`src/rtl/ifq_pkg.sv`:
```
// Shared types for the instruction prefetch queue: FSM states, PC width and
// the queue entry layout (instruction plus the address of the next word).
package ifq_pkg;

  localparam int PC_W = 16;

  typedef enum logic [1:0] {
    IDLE = 2'd0,
    WAIT = 2'd1,
    DROP = 2'd2
  } ifq_state_t;

  typedef struct packed {
    logic [PC_W-1:0] instr;
    logic [PC_W-1:0] pc_plus_1;
  } ifq_entry_t;

endpackage

```
`src/rtl/ifq_fifo.sv`:
```
// Circular buffer of DEPTH prefetched entries. Flush wins over push/pop.
// DEPTH must be a power of two so the pointers wrap naturally.
module ifq_fifo
  import ifq_pkg::*;
#(
  parameter int DEPTH = 4
) (
  input  logic                     clk,
  input  logic                     rst_n,
  input  logic                     push,
  input  logic                     pop,
  input  logic                     flush,
  input  ifq_entry_t               wdata,
  output ifq_entry_t               head,
  output logic [$clog2(DEPTH):0]   count,
  output logic                     empty,
  output logic                     full
);

  localparam int AW = $clog2(DEPTH);
  localparam int CW = AW + 1;

  ifq_entry_t       store [DEPTH];
  logic [AW-1:0]    wr_ptr;
  logic [AW-1:0]    rd_ptr;
  logic             do_push;
  logic             do_pop;

  assign empty   = (count == '0);
  assign full    = (count == CW'(DEPTH));
  assign do_push = push & ~full;
  assign do_pop  = pop & ~empty;
  assign head    = store[rd_ptr];

  // Pointer and occupancy bookkeeping
  always_ff @(posedge clk) begin
    if (!rst_n || flush) begin
      wr_ptr <= '0;
      rd_ptr <= '0;
      count  <= '0;
    end else begin
      if (do_push) wr_ptr <= wr_ptr + 1'b1;
      if (do_pop)  rd_ptr <= rd_ptr + 1'b1;
      count <= count + CW'(do_push) - CW'(do_pop);
    end
  end

  // Entry storage; contents are meaningless until counted, so no reset
  always_ff @(posedge clk) begin
    if (do_push && !flush) store[wr_ptr] <= wdata;
  end

endmodule

```
`src/rtl/ifetch_prefetch_q.sv`:
```
// Instruction prefetch queue between a multi-cycle instruction memory and the
// IF/ID register. Issues sequential word fetches, buffers {instr, pc+1},
// flushes on redirect and stops issuing on halt.
// Optional macro IFQ_BYPASS_EN: forward a returning word straight to the
// outputs when the queue is empty (zero-latency path).
module ifetch_prefetch_q
  import ifq_pkg::*;
#(
  parameter int          DEPTH    = 4,
  parameter logic [15:0] RESET_PC = 16'h0000
) (
  input  logic        clk,
  input  logic        rst_n,
  output logic        mem_req,
  output logic [15:0] mem_addr,
  input  logic        mem_ack,
  input  logic [15:0] mem_rdata,
  output logic        instr_valid,
  output logic [15:0] instr,
  output logic [15:0] pc_plus_1,
  input  logic        instr_ready,
  input  logic        redirect,
  input  logic [15:0] redirect_pc,
  input  logic        hlt
);

  ifq_state_t              state;
  logic [PC_W-1:0]         fetch_pc;
  ifq_entry_t              head;
  ifq_entry_t              ack_entry;
  ifq_entry_t              shown_p1;
  logic [$clog2(DEPTH):0]  count;
  logic                    empty;
  logic                    full;
  logic                    ack_wait;
  logic                    push;
  logic                    pop;
  logic                    space_after;

  // A word returning for the live request (not cancelled by redirect)
  assign ack_wait            = (state == WAIT) & mem_ack & ~redirect;
  assign ack_entry.instr     = mem_rdata;
  assign ack_entry.pc_plus_1 = mem_addr + 16'd1;
  assign pop                 = ~empty & instr_ready;
  // Room for one more outstanding word once the current one is pushed
  assign space_after         = (int'(count) + 1) < DEPTH;

`ifdef IFQ_BYPASS_EN
  logic bypass;
  assign bypass = ack_wait & empty;
  assign push   = ack_wait & ~(bypass & instr_ready);
`else
  assign push   = ack_wait;
`endif

  ifq_fifo #(.DEPTH(DEPTH)) u_fifo (
    .clk   (clk),
    .rst_n (rst_n),
    .push  (push),
    .pop   (pop),
    .flush (redirect),
    .wdata (ack_entry),
    .head  (head),
    .count (count),
    .empty (empty),
    .full  (full)
  );

  // Remember the last presented entry so outputs hold while the queue is empty
  always_ff @(posedge clk) begin
    if (!rst_n) begin
      shown_p1 <= '0;
    end else if (!empty) begin
      shown_p1 <= head;
`ifdef IFQ_BYPASS_EN
    end else if (bypass) begin
      shown_p1 <= ack_entry;
`endif
    end
  end

  // Head presentation to the IF/ID register
  always_comb begin
    instr_valid = ~empty;
    instr       = empty ? shown_p1.instr     : head.instr;
    pc_plus_1   = empty ? shown_p1.pc_plus_1 : head.pc_plus_1;
`ifdef IFQ_BYPASS_EN
    if (bypass) begin
      instr_valid = 1'b1;
      instr       = ack_entry.instr;
      pc_plus_1   = ack_entry.pc_plus_1;
    end
`endif
  end

  // Fetch FSM: request issue, back-to-back streaming, redirect and drop
  always_ff @(posedge clk) begin
    if (!rst_n) begin
      state    <= IDLE;
      mem_req  <= 1'b0;
      mem_addr <= RESET_PC;
      fetch_pc <= RESET_PC;
    end else begin
      case (state)
        IDLE: begin
          if (redirect) begin
            fetch_pc <= redirect_pc;
          end else if (!hlt && !full) begin
            mem_req  <= 1'b1;
            mem_addr <= fetch_pc;
            state    <= WAIT;
          end
        end
        WAIT: begin
          if (redirect) begin
            fetch_pc <= redirect_pc;
            if (mem_ack) begin
              mem_req <= 1'b0;
              state   <= IDLE;
            end else begin
              // request cannot be withdrawn; swallow its data later
              state <= DROP;
            end
          end else if (mem_ack) begin
            fetch_pc <= fetch_pc + 16'd1;
            if (!hlt && space_after) begin
              mem_addr <= fetch_pc + 16'd1;
            end else begin
              mem_req <= 1'b0;
              state   <= IDLE;
            end
          end
        end
        DROP: begin
          if (redirect) fetch_pc <= redirect_pc;
          if (mem_ack) begin
            mem_req <= 1'b0;
            state   <= IDLE;
          end
        end
        default: begin
          mem_req <= 1'b0;
          state   <= IDLE;
        end
      endcase
    end
  end

endmodule

```
`config.mk`:
```
export PLATFORM = sky130hd
export DESIGN_NAME = ifetch_prefetch_q
export DESIGN_NICKNAME = d
export VERILOG_FILES = /design/src/rtl/ifq_pkg.sv /design/src/rtl/ifq_fifo.sv /design/src/rtl/ifetch_prefetch_q.sv
export SDC_FILE = /design/constraint.sdc
export NUM_CORES = 1
export LEC_CHECK = 0
export BUFFER_PORTS_ARGS = -buffer_cell sky130_fd_sc_hd__buf_2
export CAP_MARGIN = 20
export CORE_UTILIZATION = 50
export DETAILED_ROUTE_END_ITERATION = 12
export PLACE_DENSITY = 0.69
export SLEW_MARGIN = 20
export SYNTH_ARGS = -nofsm -noshare
export SYNTH_HDL_FRONTEND = slang
export SYNTH_HIERARCHICAL = 1
export SYNTH_SLANG_ARGS = --single-unit
```
`constraint.sdc`:
```
create_clock -name clk -period 8.1 [get_ports clk]
set_input_delay 0.81 -clock clk [delete_from_list [all_inputs] [get_ports clk]]
set_output_delay 0.81 -clock clk [all_outputs]
set_load 0.03 [all_outputs]
```
==> results of run 1 <==
-- sequential cells by signal, summed over array words and instances (netlist names), named ones only --
register       cells
u_fifo/store     128
u_fifo/wr_ptr      2
state              2
shown_p1          32
mem_addr          16
fetch_pc          16
u_fifo/count       3
u_fifo/rd_ptr      2
mem_req            1
-- worst min-delay path: stages, from the launching register on --
cell	delay, ns
dfxtp_1	0.32
nand2_1	0.07
o21ai_0	0.07
-- metrics by stage --
step / hold slack (ns) / cell area [sq um] / std cells / power (mW) / utilization
CTS: 0.498 / 10000 / 936 / 2.28 / 0.598
finish: 0.492 / 10000 / 936 / 2.25 / 0.598
global placement: 0.466 / 9300 / 898 / 1.27 / 0.555
global route: 0.518 / 10000 / 936 / 2.33 / 0.598
floorplan: 0.453 / 8700 / 623 / 1.23 / -
detailed placement: 0.486 / 9300 / 898 / 1.27 / 0.555
-- cell families after synthesis --
logic type,share of synthesized area
muxes,0.125
DFF,0.617
and+or+nand+nor,0.115
buffers and inverters,0.0272
xor gates and xnor gates,0.0282
adders and majority gates,0.0138
AOI/OAI and AO/OA,0.0736
-- synthesized netlist by cell type (all sizes together), types with 6 or more instances --
library cell and number:
mux4 32, mux2 32, or3 9, ha 8, xor2 6, xnor2 22, and3 7, a21oi 27
nand2 25, nand3 17, nand4 6, clkbuf 21, edfxtp 128, dfxtp 76, a211oi 12, o21ai 18
inv 12, nor2 12, buf 18, a31oi 7, nor4 8, nor3 10, and2 41
-- worst min-delay path by stage --
stage	slack [ns]	cells past startpoint	end
after detailed placement	0.49	2	u_fifo/rd_ptr[1]$_SDFFE_PP0P_
after CTS	0.50	2	u_fifo/rd_ptr[1]$_SDFFE_PP0P_
final	0.49	2	flip-flop
after global placement	0.47	2	u_fifo/rd_ptr[1]$_SDFFE_PP0P_
after floorplan	0.45	2	flip-flop
after global routing	0.52	1	u_fifo/store[1][27]$_DFFE_PP_
-- layer usage --
metal | up-vias | share of wire | track usage
met3 | 22 | 0.057 | 0.0261
li1 | 2534 | - | -
met4 | 0 | 0.013 | 0.0505
met5 | - | 0 | 0
met2 | 148 | 0.50 | 0.330
met1 | 2643 | 0.43 | 0.262
-- cell type report --
| class | count | share of cell area |
|---|---|---|
| timing repair buffer | 94 | 0.0487 |
| clock inverter | 11 | 0.0157 |
| multi-input combinational | 367 | 0.312 |
| inverter | 13 | 0.00487 |
| sequential | 204 | 0.535 |
| clock buffer | 27 | 0.0566 |
| tap | 220 | 0.0274 |
-- power breakdown --
part           total [mW]  switching [mW]  internal, mW
clock network        1.00           0.378         0.623
logic               0.110          0.0693        0.0403
registers            1.14          0.0235          1.12
==> flow_summary.toml, run 1 <==
[worst_setup_path]
timing.rr.start = "state[0]$_SDFFE_PN0P_"
r2r-end = "u_fifo/count[2]$_SDFF_PP0_"
path_class = "reg2out"
r2r_slack_ns = 5.06
cp_cell_sequence = "buf_4 -> mux4_2 -> mux2_2 -> buf_2"
cp_data_arrival_time_ns = 2.45
cp.required_ns = 7.29
crit_cells = 4
critPathMaxStageDelay_ns = 0.60
crit_fanout = 32
cp-end-kind = "primary output"
path_buf_inv = 2
critical_path.top_delay_family = "multiplexers"
worstRegToRegCells = 11
critical-path-slowest-cell = "mux4_2"
crit_end = "pc_plus_1[14]"
crit_path_start_kind = "flip-flop"

[drt]
vias = 5347
vias_per_cell = 5.71
drt_iter0_markers = 358
drc_errors = 0
avgRoutedWirePerCell_microns = 18.5
dr.pass1.iters = 4
drt-total-wl_microns = 17300
drtAntennaViolNets = 0

[finish]
drive_gt1_frac = 0.291
ff_latch_area_sq_mm = 0.00537
area_growth_pct = 15.3
final_cell_mix = "edfxtp_1 (128), buf_2 (87), dfxtp_1 (75)"
nets = 748
final_common_cell = "edfxtp_1"
antenna_cells = 0
fill_cells = 1299
multi_input_area_sq_mm = 0.00312

[power]
power_density_mw_per_mm2 = 225
max-vdd-ir-drop_mv = 0.143
leakage_nw = 3.62

[timing]
period_needed_ns = 3.26
finalSetupTns_ns = 0
hold_viol = 0
worst_pin_slew_ns = 0.923
finalMaxSlewViolations = 0
worst_slack_ns = 4.84
fmax_ghz = 0.307
skew_ns = 0.00672
rsz0062_at_grt = "no"
setup_viol = 0
finalCritPeriodShare = 0.403
slew_headroom = 0.384

[cts]
cts_tree = "built"
hold_buffers = 0
cts_buffer_depth = 3
cts_buffers = 21
cts_resized = 0
clock_latency_ns = 0.49
clkTransAtPathRegs_ns = 0.06
cts_root_buf = "clkbuf_16"
clock_sinks = 204
cts_setup_buffers = 0
htree_levels = 1

[place]
dp_slack_ns = 4.97
io_buffers = 87
gp_congestion = 0.883
hpwl_microns = 10700

[synthesis]
syn-num-nets = 670
synth-seq-cells = 204
synth-edff-count = 128
synth_area_sq_mm = 0.00870
synth_top_flop_cell = "edfxtp_1"
synth_top_area_cell = "edfxtp_1"
ys_seq_area_frac = 0.617
synthCells = 623
synthTopCellsByArea = "edfxtp_1 (44%), dfxtp_1 (17%), mux4_2 (8.3%)"
ys_warn_count = 6
avgSynthCellArea_sq_um = 14.0
ys_types = 66
async_flop_share = 0
synth_top_area_frac = 0.442

[global_routing]
gr-total-overflow = 0
grt_usage = 0.194
grt_max_degree = 46
grt_pass1_vias = 5260
grt_first_pass_wirelength_microns = 27200
antenna_found_initial = 0

[floorplan]
die_area_sq_mm = 0.0179
die_x_microns = 134
core-area_sq_mm = 0.0168
row_count = 47
start_util = 0.519
die_h_microns = 134
io_pins = 88

[min_path]
hold_class = "reg2reg"
min_from = "u_fifo/rd_ptr[0]$_SDFFE_PP0P_"

[outcome]
status = "finished, final reports clean"

[run]
max_cap_violations = 0
Note: power is estimated with default switching activity, not from simulation.
==> run 2, diff against run 1 <==
==> constraint.sdc (replaced) <==
create_clock -name clk -period 3.1 [get_ports clk]
set_input_delay 0.31 -clock clk [delete_from_list [all_inputs] [get_ports clk]]
set_output_delay 0.31 -clock clk [all_outputs]
set_load 0.03 [all_outputs]
==> flow_summary.toml, run 2 (synthesized netlist as in run 1, its figures left out) <==
[finish]
antenna_cells = 0
area_growth_pct = 16.2
final_common_cell = "edfxtp_1"
reg_top3 = "u_fifo/store (128), shown_p1 (32)"
fill_cells = 1283
largest-register = "u_fifo/store"
largest_register_ffs = 128
nets = 756
drive_gt1_frac = 0.293
final_cell_mix = "edfxtp_1 (128), buf_2 (87), dfxtp_1 (75)"

[timing]
slew_headroom = 0.368
period_needed_ns = 2.69
finalMaxSlewViolations = 0
worst_pin_slew_ns = 0.947
fin_hold_ws_ns = 0.0251
finalCritPeriodShare = 0.869
rsz0062_at_grt = "no"
fmax_ghz = 0.371
worst_slack_ns = 0.407
skew_ns = 0.00762
hold_viol = 0
setup_viol = 0

[min_path]
hold_class = "in2reg"
hold_depth = 1
min_from = "mem_rdata[7]"
holdPathEnd = "u_fifo/store[1][23]$_DFFE_PP_"

[drt]
vias = 5412
drc_errors = 0
drt-total-wl_microns = 17400
dr.pass1.iters = 4
avgRoutedWirePerCell_microns = 18.5
vias_per_cell = 5.73
drt_iter0_markers = 260
drtAntennaViolNets = 0

[global_routing]
grt_pass1_vias = 5431
grt_usage = 0.199
met3_usage = 0.0283
grt_max_degree = 37
use_met1 = 0.254
grt_busiest_layer = "met2"
grt_first_pass_wirelength_microns = 28100
gr-total-overflow = 0
antenna_found_initial = 0
grtUsageMet2 = 0.349

[power]
power_density_mw_per_mm2 = 571
finalPower_mw = 5.77
max-vdd-ir-drop_mv = 0.387
leakage_nw = 3.65

[floorplan]
die_x_microns = 134
io_pins = 88
start_util = 0.519
core-area_sq_mm = 0.0168
die_area_sq_mm = 0.0179
row_count = 47
die_h_microns = 134

[place]
gp_congestion = 0.919
io_buffers = 87
dp_slack_ns = 0.533
hpwl_microns = 11300

[outcome]
status = "finished, final reports clean"

[worst_setup_path]
cp_data_arrival_time_ns = 2.38
r2r-end = "u_fifo/count[2]$_SDFF_PP0_"
crit_fanout = 24
cp.required_ns = 2.79
cp-end-kind = "primary output"
timing.rr.start = "state[1]$_SDFFE_PN0P_"
crit_path_start_kind = "flip-flop"
path_class = "reg2out"
worstRegToRegCells = 11
r2r_slack_ns = 0.50

[run]
max_cap_violations = 0

[cts]
cts_setup_buffers = 0
clkTransAtPathRegs_ns = 0.06
cts_buffers = 22
clock_latency_ns = 0.50
hold_buffers = 0
htree_levels = 1
cts_tree = "built"
cts_buffer_depth = 3
cts_resized = 0
cts_root_buf = "clkbuf_16"
clock_sinks = 204
-- run 2: final cells by class --
| cell class | instances | area (sq um) | share of cell area |
|---|---|---|---|
| flip-flops and latches | 204 | 5370 | 0.531 |
| multi-input cells | 367 | 3120 | 0.309 |
| repair buffers | 101 | 603 | 0.0597 |
| clock buffers | 31 | 594 | 0.0588 |
| well taps | 220 | 275 | 0.0272 |
| clock inverters | 8 | 97.6 | 0.00965 |
| inverters | 13 | 48.8 | 0.00483 |
-- run 2: report_power, final --
group          switching (mW)  internal [mW]  total, mW
clock network           0.982           1.50       2.48
registers              0.0567           2.93       2.98
logic                   0.187          0.112      0.299
-- run 2: critical path, stage by stage (launching register included) --
cell	delay, ns
dfxtp_2	0.56
buf_12	0.28
mux4_2	0.55
mux2_2	0.30
buf_2	0.18
-- run 2: how the worst max path moves through the flow --
stage,startpoint,to,slack (ns),cells after the start
final,flip-flop,instr[6],0.41,4
after CTS,flip-flop,instr[6],0.34,4
after global routing,state[1]$_SDFFE_PN0P_,u_fifo/count[2]$_SDFF_PP0_,0.26,11
after floorplan,state[0]$_SDFFE_PN0P_,u_fifo/store[1][0]$_DFFE_PP_,-0.90,5
after global placement,state[1]$_SDFFE_PN0P_,u_fifo/count[2]$_SDFF_PP0_,0.65,11
after detailed placement,state[1]$_SDFFE_PN0P_,u_fifo/count[2]$_SDFF_PP0_,0.53,11
-- run 2: stage by stage --
step	std cells	TNS, ns	utilization	instance area (sq um)
floorplan	623	-113.71	-	8700
CTS	944	0	0.603	10100
global placement	905	0	0.562	9420
global route	944	0	0.603	10100
detailed placement	905	0	0.562	9420
finish	944	0	0.603	10100
-- run 2: per-layer routing --
metal  vias to the layer above  routed length (microns)
met5                         -                        0
met4                         0                      374
met3                        23                      836
met2                       139                     8740
met1                      2690                     7490
li1                       2560                        -
==> run 3, diff against run 2 <==
--- a/config.mk
+++ b/config.mk
@@ -6,10 +6,11 @@
 export NUM_CORES = 1
 export LEC_CHECK = 0
 export BUFFER_PORTS_ARGS = -buffer_cell sky130_fd_sc_hd__buf_2
-export CAP_MARGIN = 20
+export CAP_MARGIN = 25
 export CORE_UTILIZATION = 50
 export DETAILED_ROUTE_END_ITERATION = 12
 export PLACE_DENSITY = 0.69
+export REMOVE_ABC_BUFFERS = 1
 export SLEW_MARGIN = 20
 export SYNTH_ARGS = -nofsm -noshare
 export SYNTH_HDL_FRONTEND = slang
==> flow_summary.toml, run 3 (synthesized netlist as in run 1, its figures left out) <==
[cts]
cts_buffers = 22
htree_levels = 1
clkTransAtPathRegs_ns = 0.07
cts_resized = 0
cts_root_buf = "clkbuf_16"
hold_buffers = 0
cts_tree = "built"
cts_buffer_depth = 3
cts_setup_buffers = 0
clock_latency_ns = 0.49
clock_sinks = 204

[timing]
slew_headroom = 0.358
skew_ns = 0.00956
rsz0062_at_grt = "no"
finalMaxSlewViolations = 0
fmax_ghz = 0.349
setup_viol = 0
hold_viol = 0
finalCritPeriodShare = 0.924
worst_pin_slew_ns = 0.962
period_needed_ns = 2.87

[floorplan]
row_count = 47
die_x_microns = 134
die_area_sq_mm = 0.0179
core-area_sq_mm = 0.0168
die_h_microns = 134
start_util = 0.519
io_pins = 88

[power]
max-vdd-ir-drop_mv = 0.428
clkPwrFrac = 0.456
p_int_mw = 4.73
leakage_nw = 3.67
switchingPower_mw = 1.29
power_density_mw_per_mm2 = 594
pwr-share-seq = 0.496
swShare = 0.214
combPwrFrac = 0.048

[drt]
vias_per_cell = 5.69
drt_iter0_markers = 345
dr.pass1.iters = 5
vias = 5381
drtAntennaViolNets = 0
drt-total-wl_microns = 17900
avgRoutedWirePerCell_microns = 18.9
drc_errors = 0

[worst_setup_path]
worstRegToRegCells = 11
r2r_slack_ns = 0.23
setup.worst_path.start = "state[0]$_SDFFE_PN0P_"
cp_data_arrival_time_ns = 3.24
r2r-end = "u_fifo/count[2]$_SDFF_PP0_"
crit_path_start_kind = "flip-flop"
crit_end = "u_fifo/count[2]$_SDFF_PP0_"
crit_fanout = 16
timing.rr.start = "state[0]$_SDFFE_PN0P_"
cp-end-kind = "flip-flop"
cp.required_ns = 3.48
path_class = "reg2reg"

[finish]
nets = 756
largest_register_ffs = 128
final_util = 0.605
antenna_cells = 0
area_growth_pct = 16.6
reg_top3 = "u_fifo/store (128), shown_p1 (32)"
drive_gt1_frac = 0.302
final_cell_mix = "edfxtp_1 (128), buf_2 (87), dfxtp_1 (74)"
finalNonFillerCells = 945
final_common_cell = "edfxtp_1"
largest-register = "u_fifo/store"

[outcome]
status = "finished, final reports clean"

[global_routing]
antenna_found_initial = 0
gr-total-overflow = 0
grt_first_pass_wirelength_microns = 28400
grt_usage = 0.203
grt_pass1_vias = 5433
grt_max_degree = 37

[run]
max_cap_violations = 0

[place]
io_buffers = 87
hpwl_microns = 11200
numPlacedInstances = 905
gp_congestion = 0.879

[min_path]
hold_class = "in2reg"
-- run 3: changes by cell type in the layout (fill, tap and decap cells not counted), sizes merged --
cell      delta
bufinv       +2
clkbuf       -5
clkinvlp     +3
inv          +1
-- run 3: through the flow --
step | power [mW] | cell area, sq um | hold slack, ns | setup TNS (ns) | setup WS (ns)
2_1_floorplan | 3.21 | 8510 | 0.389 | -132.79 | -1.04
3_3_place_gp | 3.33 | 9370 | 0.464 | 0 | 0.448
3_5_place_dp | 3.34 | 9370 | 0.479 | 0 | 0.304
4_1_cts | 6.07 | 10100 | 0.0253 | 0 | 0.275
5_1_grt | 6.21 | 10100 | 0.0248 | 0 | 0.0554
6_report | 6.03 | 10100 | 0.0340 | 0 | 0.235
-- run 3: critical path: stages (launching register included) --
cell and delay [ns]:
dfxtp_1 0.60, nor2b_1 0.23, nand3b_1 0.21, inv_1 0.19, nand2_1 0.19, ha_1 0.34, inv_1 0.05, ha_1 0.18
fa_1 0.38, xnor2_1 0.19, xnor2_1 0.15, nor2_1 0.05
-- run 3: routing by layer --
metal	wire [microns]	track usage
met5	0	0
met4	259	0.0455
met3	908	0.0310
met2	9040	0.357
met1	7700	0.265
-- run 3: power groups by stage --
| stage | Clock [mW] | Combinational [mW] | Sequential [mW] |
|---|---|---|---|
| detailed placement | 0 | 0.293 | 3.05 |
| CTS | 2.79 | 0.294 | 2.99 |
| floorplan | 0 | 0.144 | 3.06 |
| global placement | 0 | 0.284 | 3.04 |
| finish | 2.75 | 0.292 | 2.99 |
| global route | 2.89 | 0.321 | 2.99 |
-- run 3: worst min-delay path by stage --
stage	start	endpoint	slack (ns)	cells after the start
5_1_grt	mem_rdata[12]	u_fifo/store[0][28]$_DFFE_PP_	0.02	1
6_report	mem_rdata[12]	u_fifo/store[2][28]$_DFFE_PP_	0.03	1
4_1_cts	mem_rdata[6]	u_fifo/store[2][22]$_DFFE_PP_	0.03	1
3_3_place_gp	u_fifo/rd_ptr[1]$_SDFFE_PP0P_	flip-flop	0.46	2
2_1_floorplan	mem_ack	state[1]$_SDFFE_PN0P_	0.39	1
3_5_place_dp	u_fifo/rd_ptr[1]$_SDFFE_PP0P_	flip-flop	0.48	2
-- run 3: cell type report --
type	count	area [sq um]
Clock inverter	14	184
Fill cell	1301	6620
Clock buffer	26	587
Sequential cell	204	5370
Timing Repair Buffer	101	553
Tap cell	220	275
Inverter	13	48.8
Multi-Input combinational cell	367	3120
